==> config.mk <==
export PLATFORM = sky130hd
export DESIGN_NAME = sdram_arbiter
export DESIGN_NICKNAME = d
export VERILOG_FILES = /design/src/rtl/sdram_arb_pkg.sv /design/src/rtl/sdram_refresh_timer.sv /design/src/rtl/sdram_arbiter.sv
export SDC_FILE = /design/constraint.sdc
export NUM_CORES = 1
export LEC_CHECK = 0
export CORE_MARGIN = 5
export CORE_UTILIZATION = 36
export DETAILED_ROUTE_END_ITERATION = 10
export HOLD_SLACK_MARGIN = 0.12
export PLACE_DENSITY = 0.9
export SLEW_MARGIN = 20
export SYNTH_ARGS = -nofsm -noshare
export SYNTH_HDL_FRONTEND = slang
export SYNTH_SLANG_ARGS = --single-unit
==> constraint.sdc <==
create_clock -name i_clk -period 1.74 [get_ports i_clk]
set_input_delay 0.348 -clock i_clk [delete_from_list [all_inputs] [get_ports i_clk]]
set_output_delay 0.348 -clock i_clk [all_outputs]
set_load 0.03 [all_outputs]
==> src/rtl/sdram_arb_pkg.sv <==
// Shared types for the SDRAM command-port arbiter.
package sdram_arb_pkg;

    typedef enum logic [2:0] {IDLE, ISSUE, WAIT_RD, DONE, REFRESH} arb_state_t;
    typedef enum logic [1:0] {CH_CHR, CH_PRG, CH_LDR} arb_ch_t;

endpackage

==> src/rtl/sdram_refresh_timer.sv <==
// Auto-refresh scheduler: free-running interval counter, pending flag and
// defer counter that escalates a waiting refresh to urgent.
module sdram_refresh_timer
    import sdram_arb_pkg::*;
#(
    parameter int INTERVAL  = 780,
    parameter int MAX_DEFER = 64
) (
    input  logic i_clk,
    input  logic i_reset,
    input  logic i_clear,
    output logic o_due,
    output logic o_urgent
);

    localparam int CW = (INTERVAL > 1) ? $clog2(INTERVAL) : 1;
    localparam int DW = $clog2(MAX_DEFER + 1);
    localparam logic [CW-1:0] CNT_LAST  = CW'(INTERVAL - 1);
    localparam logic [DW-1:0] DEFER_MAX = DW'(MAX_DEFER);

    logic [CW-1:0] r_cnt;
    logic [DW-1:0] r_defer;
    logic          r_due;
    logic          w_wrap;

    assign w_wrap = (r_cnt == CNT_LAST);

    always_ff @(posedge i_clk) begin
        if (i_reset) begin
            r_cnt   <= '0;
            r_due   <= 1'b0;
            r_defer <= '0;
        end else begin
            r_cnt <= w_wrap ? '0 : r_cnt + 1'b1;
            // a wrap on the clearing cycle belongs to the next interval, so set wins
            if (w_wrap)
                r_due <= 1'b1;
            else if (i_clear)
                r_due <= 1'b0;
            if (i_clear)
                r_defer <= '0;
            else if (r_due && (r_defer != DEFER_MAX))
                r_defer <= r_defer + 1'b1;
        end
    end

    assign o_due    = r_due;
    assign o_urgent = (r_defer == DEFER_MAX);

endmodule

==> src/rtl/sdram_arbiter.sv <==
// Shares the SDRAM controller command port between CHR, PRG and loader
// requesters, one transaction at a time, and inserts auto-refresh.
// Loader channel is present only when SDRAM_ARB_LDR_EN is defined.
module sdram_arbiter
    import sdram_arb_pkg::*;
#(
    parameter int ADDR_BITS         = 22,
    parameter int DATA_BITS         = 16,
    parameter int REFRESH_INTERVAL  = 780,
    parameter int REFRESH_MAX_DEFER = 64
) (
    input  logic                 i_clk,
    input  logic                 i_reset,
    input  logic                 i_chr_req,
    output logic                 o_chr_ack,
    input  logic                 i_chr_we,
    input  logic [ADDR_BITS-1:0] i_chr_addr,
    input  logic [DATA_BITS-1:0] i_chr_wdata,
    output logic [DATA_BITS-1:0] o_chr_rdata,
    input  logic                 i_prg_req,
    output logic                 o_prg_ack,
    input  logic                 i_prg_we,
    input  logic [ADDR_BITS-1:0] i_prg_addr,
    input  logic [DATA_BITS-1:0] i_prg_wdata,
    output logic [DATA_BITS-1:0] o_prg_rdata,
    input  logic                 i_ldr_req,
    output logic                 o_ldr_ack,
    input  logic                 i_ldr_we,
    input  logic [ADDR_BITS-1:0] i_ldr_addr,
    input  logic [DATA_BITS-1:0] i_ldr_wdata,
    output logic [DATA_BITS-1:0] o_ldr_rdata,
    output logic                 o_mem_req,
    output logic                 o_mem_we,
    output logic                 o_mem_refresh,
    output logic [ADDR_BITS-1:0] o_mem_addr,
    output logic [DATA_BITS-1:0] o_mem_wdata,
    input  logic                 i_mem_ready,
    input  logic                 i_mem_rvalid,
    input  logic [DATA_BITS-1:0] i_mem_rdata
);

    arb_state_t r_state, w_next;
    arb_ch_t    r_ch, w_gnt_ch;

    logic                 r_mem_req, r_mem_we, r_mem_refresh;
    logic [ADDR_BITS-1:0] r_mem_addr;
    logic [DATA_BITS-1:0] r_mem_wdata;
    logic                 r_chr_ack, r_prg_ack;
    logic [DATA_BITS-1:0] r_chr_rdata, r_prg_rdata;

    logic                 w_chr_pend, w_prg_pend, w_ldr_pend;
    logic                 w_gnt, w_gnt_ref;
    logic                 w_due, w_urgent, w_ref_clr;
    logic                 w_cap, w_ack_tgl;
    logic                 w_sel_we;
    logic [ADDR_BITS-1:0] w_sel_addr;
    logic [DATA_BITS-1:0] w_sel_wdata;

    sdram_refresh_timer #(
        .INTERVAL  (REFRESH_INTERVAL),
        .MAX_DEFER (REFRESH_MAX_DEFER)
    ) u_refresh (
        .i_clk    (i_clk),
        .i_reset  (i_reset),
        .i_clear  (w_ref_clr),
        .o_due    (w_due),
        .o_urgent (w_urgent)
    );

    assign w_chr_pend = i_chr_req ^ r_chr_ack;
    assign w_prg_pend = i_prg_req ^ r_prg_ack;

`ifdef SDRAM_ARB_LDR_EN
    logic                 r_ldr_ack;
    logic [DATA_BITS-1:0] r_ldr_rdata;
    assign w_ldr_pend  = i_ldr_req ^ r_ldr_ack;
    assign o_ldr_ack   = r_ldr_ack;
    assign o_ldr_rdata = r_ldr_rdata;
`else
    logic w_ldr_unused;
    assign w_ldr_unused = ^{i_ldr_req, i_ldr_we, i_ldr_addr, i_ldr_wdata};
    assign w_ldr_pend   = 1'b0;
    assign o_ldr_ack    = 1'b0;
    assign o_ldr_rdata  = '0;
`endif

    always_comb begin
        w_gnt     = 1'b0;
        w_gnt_ref = 1'b0;
        w_gnt_ch  = CH_CHR;
        if (w_urgent)
            w_gnt_ref = 1'b1;
        else if (w_chr_pend)
            w_gnt = 1'b1;
        else if (w_prg_pend) begin
            w_gnt    = 1'b1;
            w_gnt_ch = CH_PRG;
        end else if (w_due)
            w_gnt_ref = 1'b1;
        else if (w_ldr_pend) begin
            w_gnt    = 1'b1;
            w_gnt_ch = CH_LDR;
        end
    end

    always_comb begin
        w_sel_we    = i_chr_we;
        w_sel_addr  = i_chr_addr;
        w_sel_wdata = i_chr_wdata;
        case (w_gnt_ch)
            CH_PRG: begin
                w_sel_we    = i_prg_we;
                w_sel_addr  = i_prg_addr;
                w_sel_wdata = i_prg_wdata;
            end
`ifdef SDRAM_ARB_LDR_EN
            CH_LDR: begin
                w_sel_we    = i_ldr_we;
                w_sel_addr  = i_ldr_addr;
                w_sel_wdata = i_ldr_wdata;
            end
`endif
            default: ;
        endcase
    end

    always_comb begin
        w_next = r_state;
        case (r_state)
            IDLE:    if (w_gnt_ref) w_next = REFRESH;
                     else if (w_gnt) w_next = ISSUE;
            ISSUE:   if (i_mem_ready)
                         w_next = (r_mem_we || i_mem_rvalid) ? DONE : WAIT_RD;
            WAIT_RD: if (i_mem_rvalid) w_next = DONE;
            DONE:    w_next = IDLE;
            REFRESH: if (i_mem_ready) w_next = IDLE;
            default: w_next = IDLE;
        endcase
    end

    // read data may arrive together with the command accept
    assign w_cap     = ((r_state == ISSUE) && i_mem_ready && !r_mem_we && i_mem_rvalid) ||
                       ((r_state == WAIT_RD) && i_mem_rvalid);
    assign w_ack_tgl = (r_state == DONE);
    assign w_ref_clr = (r_state == REFRESH) && i_mem_ready;

    always_ff @(posedge i_clk) begin
        if (i_reset)
            r_state <= IDLE;
        else
            r_state <= w_next;
    end

    always_ff @(posedge i_clk) begin
        if (i_reset) begin
            r_mem_req     <= 1'b0;
            r_mem_we      <= 1'b0;
            r_mem_refresh <= 1'b0;
            r_mem_addr    <= '0;
            r_mem_wdata   <= '0;
            r_ch          <= CH_CHR;
        end else begin
            case (r_state)
                IDLE: begin
                    if (w_gnt_ref) begin
                        r_mem_req     <= 1'b1;
                        r_mem_refresh <= 1'b1;
                        r_mem_we      <= 1'b0;
                    end else if (w_gnt) begin
                        r_mem_req   <= 1'b1;
                        r_mem_we    <= w_sel_we;
                        r_mem_addr  <= w_sel_addr;
                        r_mem_wdata <= w_sel_wdata;
                        r_ch        <= w_gnt_ch;
                    end
                end
                ISSUE, REFRESH: begin
                    if (i_mem_ready) begin
                        r_mem_req     <= 1'b0;
                        r_mem_refresh <= 1'b0;
                    end
                end
                default: ;
            endcase
        end
    end

    always_ff @(posedge i_clk) begin
        if (i_reset) begin
            r_chr_ack   <= 1'b0;
            r_prg_ack   <= 1'b0;
            r_chr_rdata <= '0;
            r_prg_rdata <= '0;
`ifdef SDRAM_ARB_LDR_EN
            r_ldr_ack   <= 1'b0;
            r_ldr_rdata <= '0;
`endif
        end else begin
            if (w_cap) begin
                case (r_ch)
                    CH_CHR:  r_chr_rdata <= i_mem_rdata;
                    CH_PRG:  r_prg_rdata <= i_mem_rdata;
`ifdef SDRAM_ARB_LDR_EN
                    CH_LDR:  r_ldr_rdata <= i_mem_rdata;
`endif
                    default: ;
                endcase
            end
            if (w_ack_tgl) begin
                case (r_ch)
                    CH_CHR:  r_chr_ack <= i_chr_req;
                    CH_PRG:  r_prg_ack <= i_prg_req;
`ifdef SDRAM_ARB_LDR_EN
                    CH_LDR:  r_ldr_ack <= i_ldr_req;
`endif
                    default: ;
                endcase
            end
        end
    end

    assign o_chr_ack     = r_chr_ack;
    assign o_prg_ack     = r_prg_ack;
    assign o_chr_rdata   = r_chr_rdata;
    assign o_prg_rdata   = r_prg_rdata;
    assign o_mem_req     = r_mem_req;
    assign o_mem_we      = r_mem_we;
    assign o_mem_refresh = r_mem_refresh;
    assign o_mem_addr    = r_mem_addr;
    assign o_mem_wdata   = r_mem_wdata;

endmodule
==> out/qor.csv, run 1 <==
stage;metric;value;unit
worst_setup_path;crit_fanout;6;
floorplan;initial_utilization;0.363;
worst_setup_path;cpMostUsedCell;buf_12;
sta;rsz0062_at_grt;true;
routing;viasPerCell;5.11;
clock_tree;root_buffer;clkbuf_16;
clock_tree;cts_tree;yes;
worst_setup_path;crit_chain;or4b_4 > buf_6 > o211ai_4 > buf_12 > buf_12 > nand2_4 > a311oi_2;
grt;grt_max_degree;38;
routing;drtPass1Iterations;4;
sta;worstMarginPinSlew;553;ps
yosys;yosysUniqueCellTypes;48;
routing;drt-wirelength-per-cell;17.3;um
placed_design;place_hpwl;9.63;mm
worst_setup_path;end_kind;flip-flop;
clock_tree;clk_latency;340;ps
layout;drive_above_1_share;0.184;
worst_setup_path;cp_slowest_cell;or4b_4;
worst_setup_path;cp_slowest_stage_delay;540;ps
routing;drt-initial-drc-count;307;
power_and_ir_drop;ir_drop;652;uV
routing;vias;4328;
yosys;async_flop_share;0;
placed_design;dp_cells;824;
sta;post-route-min-period;1930;ps
sta;min_period_over_period;1.11;
floorplan;dieArea;14300;sq um
clock_tree;hold_buffers;0;
yosys;ys_ff_latch;97;
yosys;synth_ff_type;dfxtp_1;
layout;finish.instance_area;7290;sq um
yosys;ys_seq_area_frac;0.451;
floorplan;io-pin-count;232;
clock_tree;clk_path_buf_depth;2;
yosys;ys_top_cells_by_count;97 x dfxtp_1, 86 x nand2_1, 54 x nor2_1, 41 x a21oi_1, 37 x a311oi_1;
layout;num_antenna_cells;0;
worst_setup_path;cp.required;1980;ps
yosys;syn-instance-count;495;
worst_setup_path;crit_arrival;2170;ps
layout;finish.utilization;0.615;
sta;slew_violations;0;
routing;drc_errors;0;
sta;timing.fmax;0.518;GHz
clock_tree;cts_max_level;3;
grt;antenna_found_initial;0;
layout;nFillCells;917;
sta;hold_viol_final;0;
yosys;yosysWarnings;0;
floorplan;die_h;119;um
status;outcome;complete, but fails checks;
placed_design;globalplace.congestion;0.753;
power_and_ir_drop;p_per_area;1340;nW/um^2
yosys;synth_top_area_share;0.451;
sta;final.setup.tns;-5380;ps
run;max_cap_viol_count;0;
status;violations;negative setup slack;
yosys;syn_avg_cell_area;8.71;sq um
floorplan;core.rowCount;40;
yosys;synth_edf_count;0;
placed_design;numPortBuffers;174;
placed_design;post_dp_cell_area;6480;sq um
grt;grt_overflow;0;
yosys;yosys-top-cells-area;dfxtp_1 45%, mux2i_1 8.4%, a311oi_1 7.5%, nand2_1 7.5%, a21oi_1 4.8%;
worst_setup_path;worstSetupStartpointType;flip-flop;
yosys;yosysMostFrequentCell;dfxtp_1;
floorplan;core_area;11900;sq um
layout;fin_cells;847;
routing;ant_nets;0;
power_and_ir_drop;leakagePower;0.00330;uW
clock_tree;clk_pin_slew;70;ps
grt;grt_pass1_wl;20.6;mm
grt;grt_util_all_layers;0.177;
yosys;synth_area;4310;sq um
floorplan;die_w;119;um
sta;skew;11.0;ps
sta;setup_slack;-192;ps
sta;relSlewSlack;0.631;
layout;areaGrowthSynthToFinish;69.2;%
worst_hold_path;hp-class;flip-flop to flip-flop;
yosys;yosys.area.top_type;dfxtp_1;
worst_setup_path;setup.worst_path.class;flip-flop to flip-flop;
clock_tree;cts_buffers;9;
sta;setup_viol;41;
routing;totalWireLength;14.6;mm
grt;first_global_vias;4120;
clock_tree;clock-sinks;97;
layout;nets;838;
[metrics by stage]
step                      power [uW]  hold slack [ps]  worst slack [ps]
after floorplan                 5600              418             -22.3
after global routing           10200              506              -243
final                           9760              464              -192
after global placement          7120              430              -396
after detailed placement        7210              451              -408
after CTS                       9440              463              -194
[power by group]
part           switching (uW)  internal [uW]
Clock                     872           1300
Combinational            2600           1990
Sequential                286           2700
[worst max-delay path, delay by kind of cell, from the launching register on]
kind | cells | cell delay (ps)
and+or+nand+nor | 2 | 590
buffers and inverters | 3 | 470
AOI/OAI and AO/OA | 2 | 460
DFF | 1 | 320
[metal layers]
metal  up-vias  GRT usage  wire length, um
met4         0     0.0594              261
met2       178      0.307             7230
li1       2110          -                -
met1      2020      0.212             5920
met3        20     0.0461             1220
met5         -          0                0
[worst paths after layout]
kind	start	to	slack, ps	cells past startpoint
hold / removal	u_refresh.r_cnt[0]$_SDFF_PP0_	u_refresh.r_cnt[0]$_SDFF_PP0_	460	1
hold reg to reg	u_refresh.r_cnt[0]$_SDFF_PP0_	u_refresh.r_cnt[0]$_SDFF_PP0_	460	1
setup reg to reg	u_refresh.r_defer[4]$_SDFFE_PP0P_	o_mem_wdata[1]$_SDFFE_PP0P_	-190	7
setup / recovery	u_refresh.r_defer[4]$_SDFFE_PP0P_	o_mem_wdata[1]$_SDFFE_PP0P_	-190	7
[state kept, by name (all words and copies together) (netlist names)]
signal	count
o_mem_addr	22
o_chr_rdata	16
o_mem_wdata	16
o_prg_rdata	16
u_refresh.r_cnt	10
u_refresh.r_defer	7
r_state	3
o_chr_ack	1
o_mem_refresh	1
o_mem_req	1
o_mem_we	1
o_prg_ack	1
r_ch	1
u_refresh.o_due	1
[placed cells by master (no fill, tap or decap), types with 3 or more instances in the layout]
cell type,netlist,layout
o21ai_0,7,6
nor3_1,5,5
a31oi_1,3,3
buf_6,2,3
inv_1,8,8
a311oi_1,37,19
xnor2_1,8,8
a21oi_1,41,36
nor2_1,54,53
nand4_1,5,5
clkbuf_16,0,13
nand2_2,0,11
nand3_1,4,4
dlygate4sd2_1,0,5
buf_12,0,10
nand2_4,0,4
dfxtp_1,97,93
conb_1,1,17
nand2b_1,5,4
a311oi_2,2,20
nand2_1,86,71
dfxtp_2,0,4
a21oi_2,0,5
mux2i_1,36,34
xor2_1,8,8
ha_1,3,3
buf_4,19,35
clkdlybuf4s50_1,0,137
dlymetal6s2s_1,0,31
[final cells by class]
cell class                 count  area (sq um)  area share
tap                          147           184      0.0252
sequential                    97          1950       0.267
multi-input combinational    351          2370       0.325
inverter                       8          30.0     0.00412
clock buffer                  10           239      0.0328
timing repair buffer         228          2430       0.334
clock inverter                 6          88.8      0.0122
[cells by family (layout without fill, tap and decap cells)]
kind of cell / after synthesis / in the layout / share of synthesized area
DFF: 97 / 97 / 0.451
adders and majority gates: 4 / 4 / 0.0110
muxes: 36 / 36 / 0.0836
AOI/OAI and AO/OA: 107 / 107 / 0.176
xor gates and xnor gates: 16 / 16 / 0.0325
and+or+nand+nor: 171 / 171 / 0.168
buffers and inverters: 63 / 252 / 0.0778
other: 1 / 17 / 0.000870
[what timing repair did]
| item | 4_1_cts | 5_1_grt |
|---|---|---|
| endpoints found under the setup margin | 50 | 80 |
| gates resized for setup | 15 | 81 |
| pin swaps | 4 | 18 |
| setup buffers | 1 | 2 |
| cloned | 1 | 5 |
(Power assumes the default switching activity.)
==> run 2: changes to the inputs <==
Settings changed: ABC_CLOCK_PERIOD_IN_PS set to 1740.
==> results of run 2 <==
No change in the layout: final DEF, timing and power equal those of run 1.
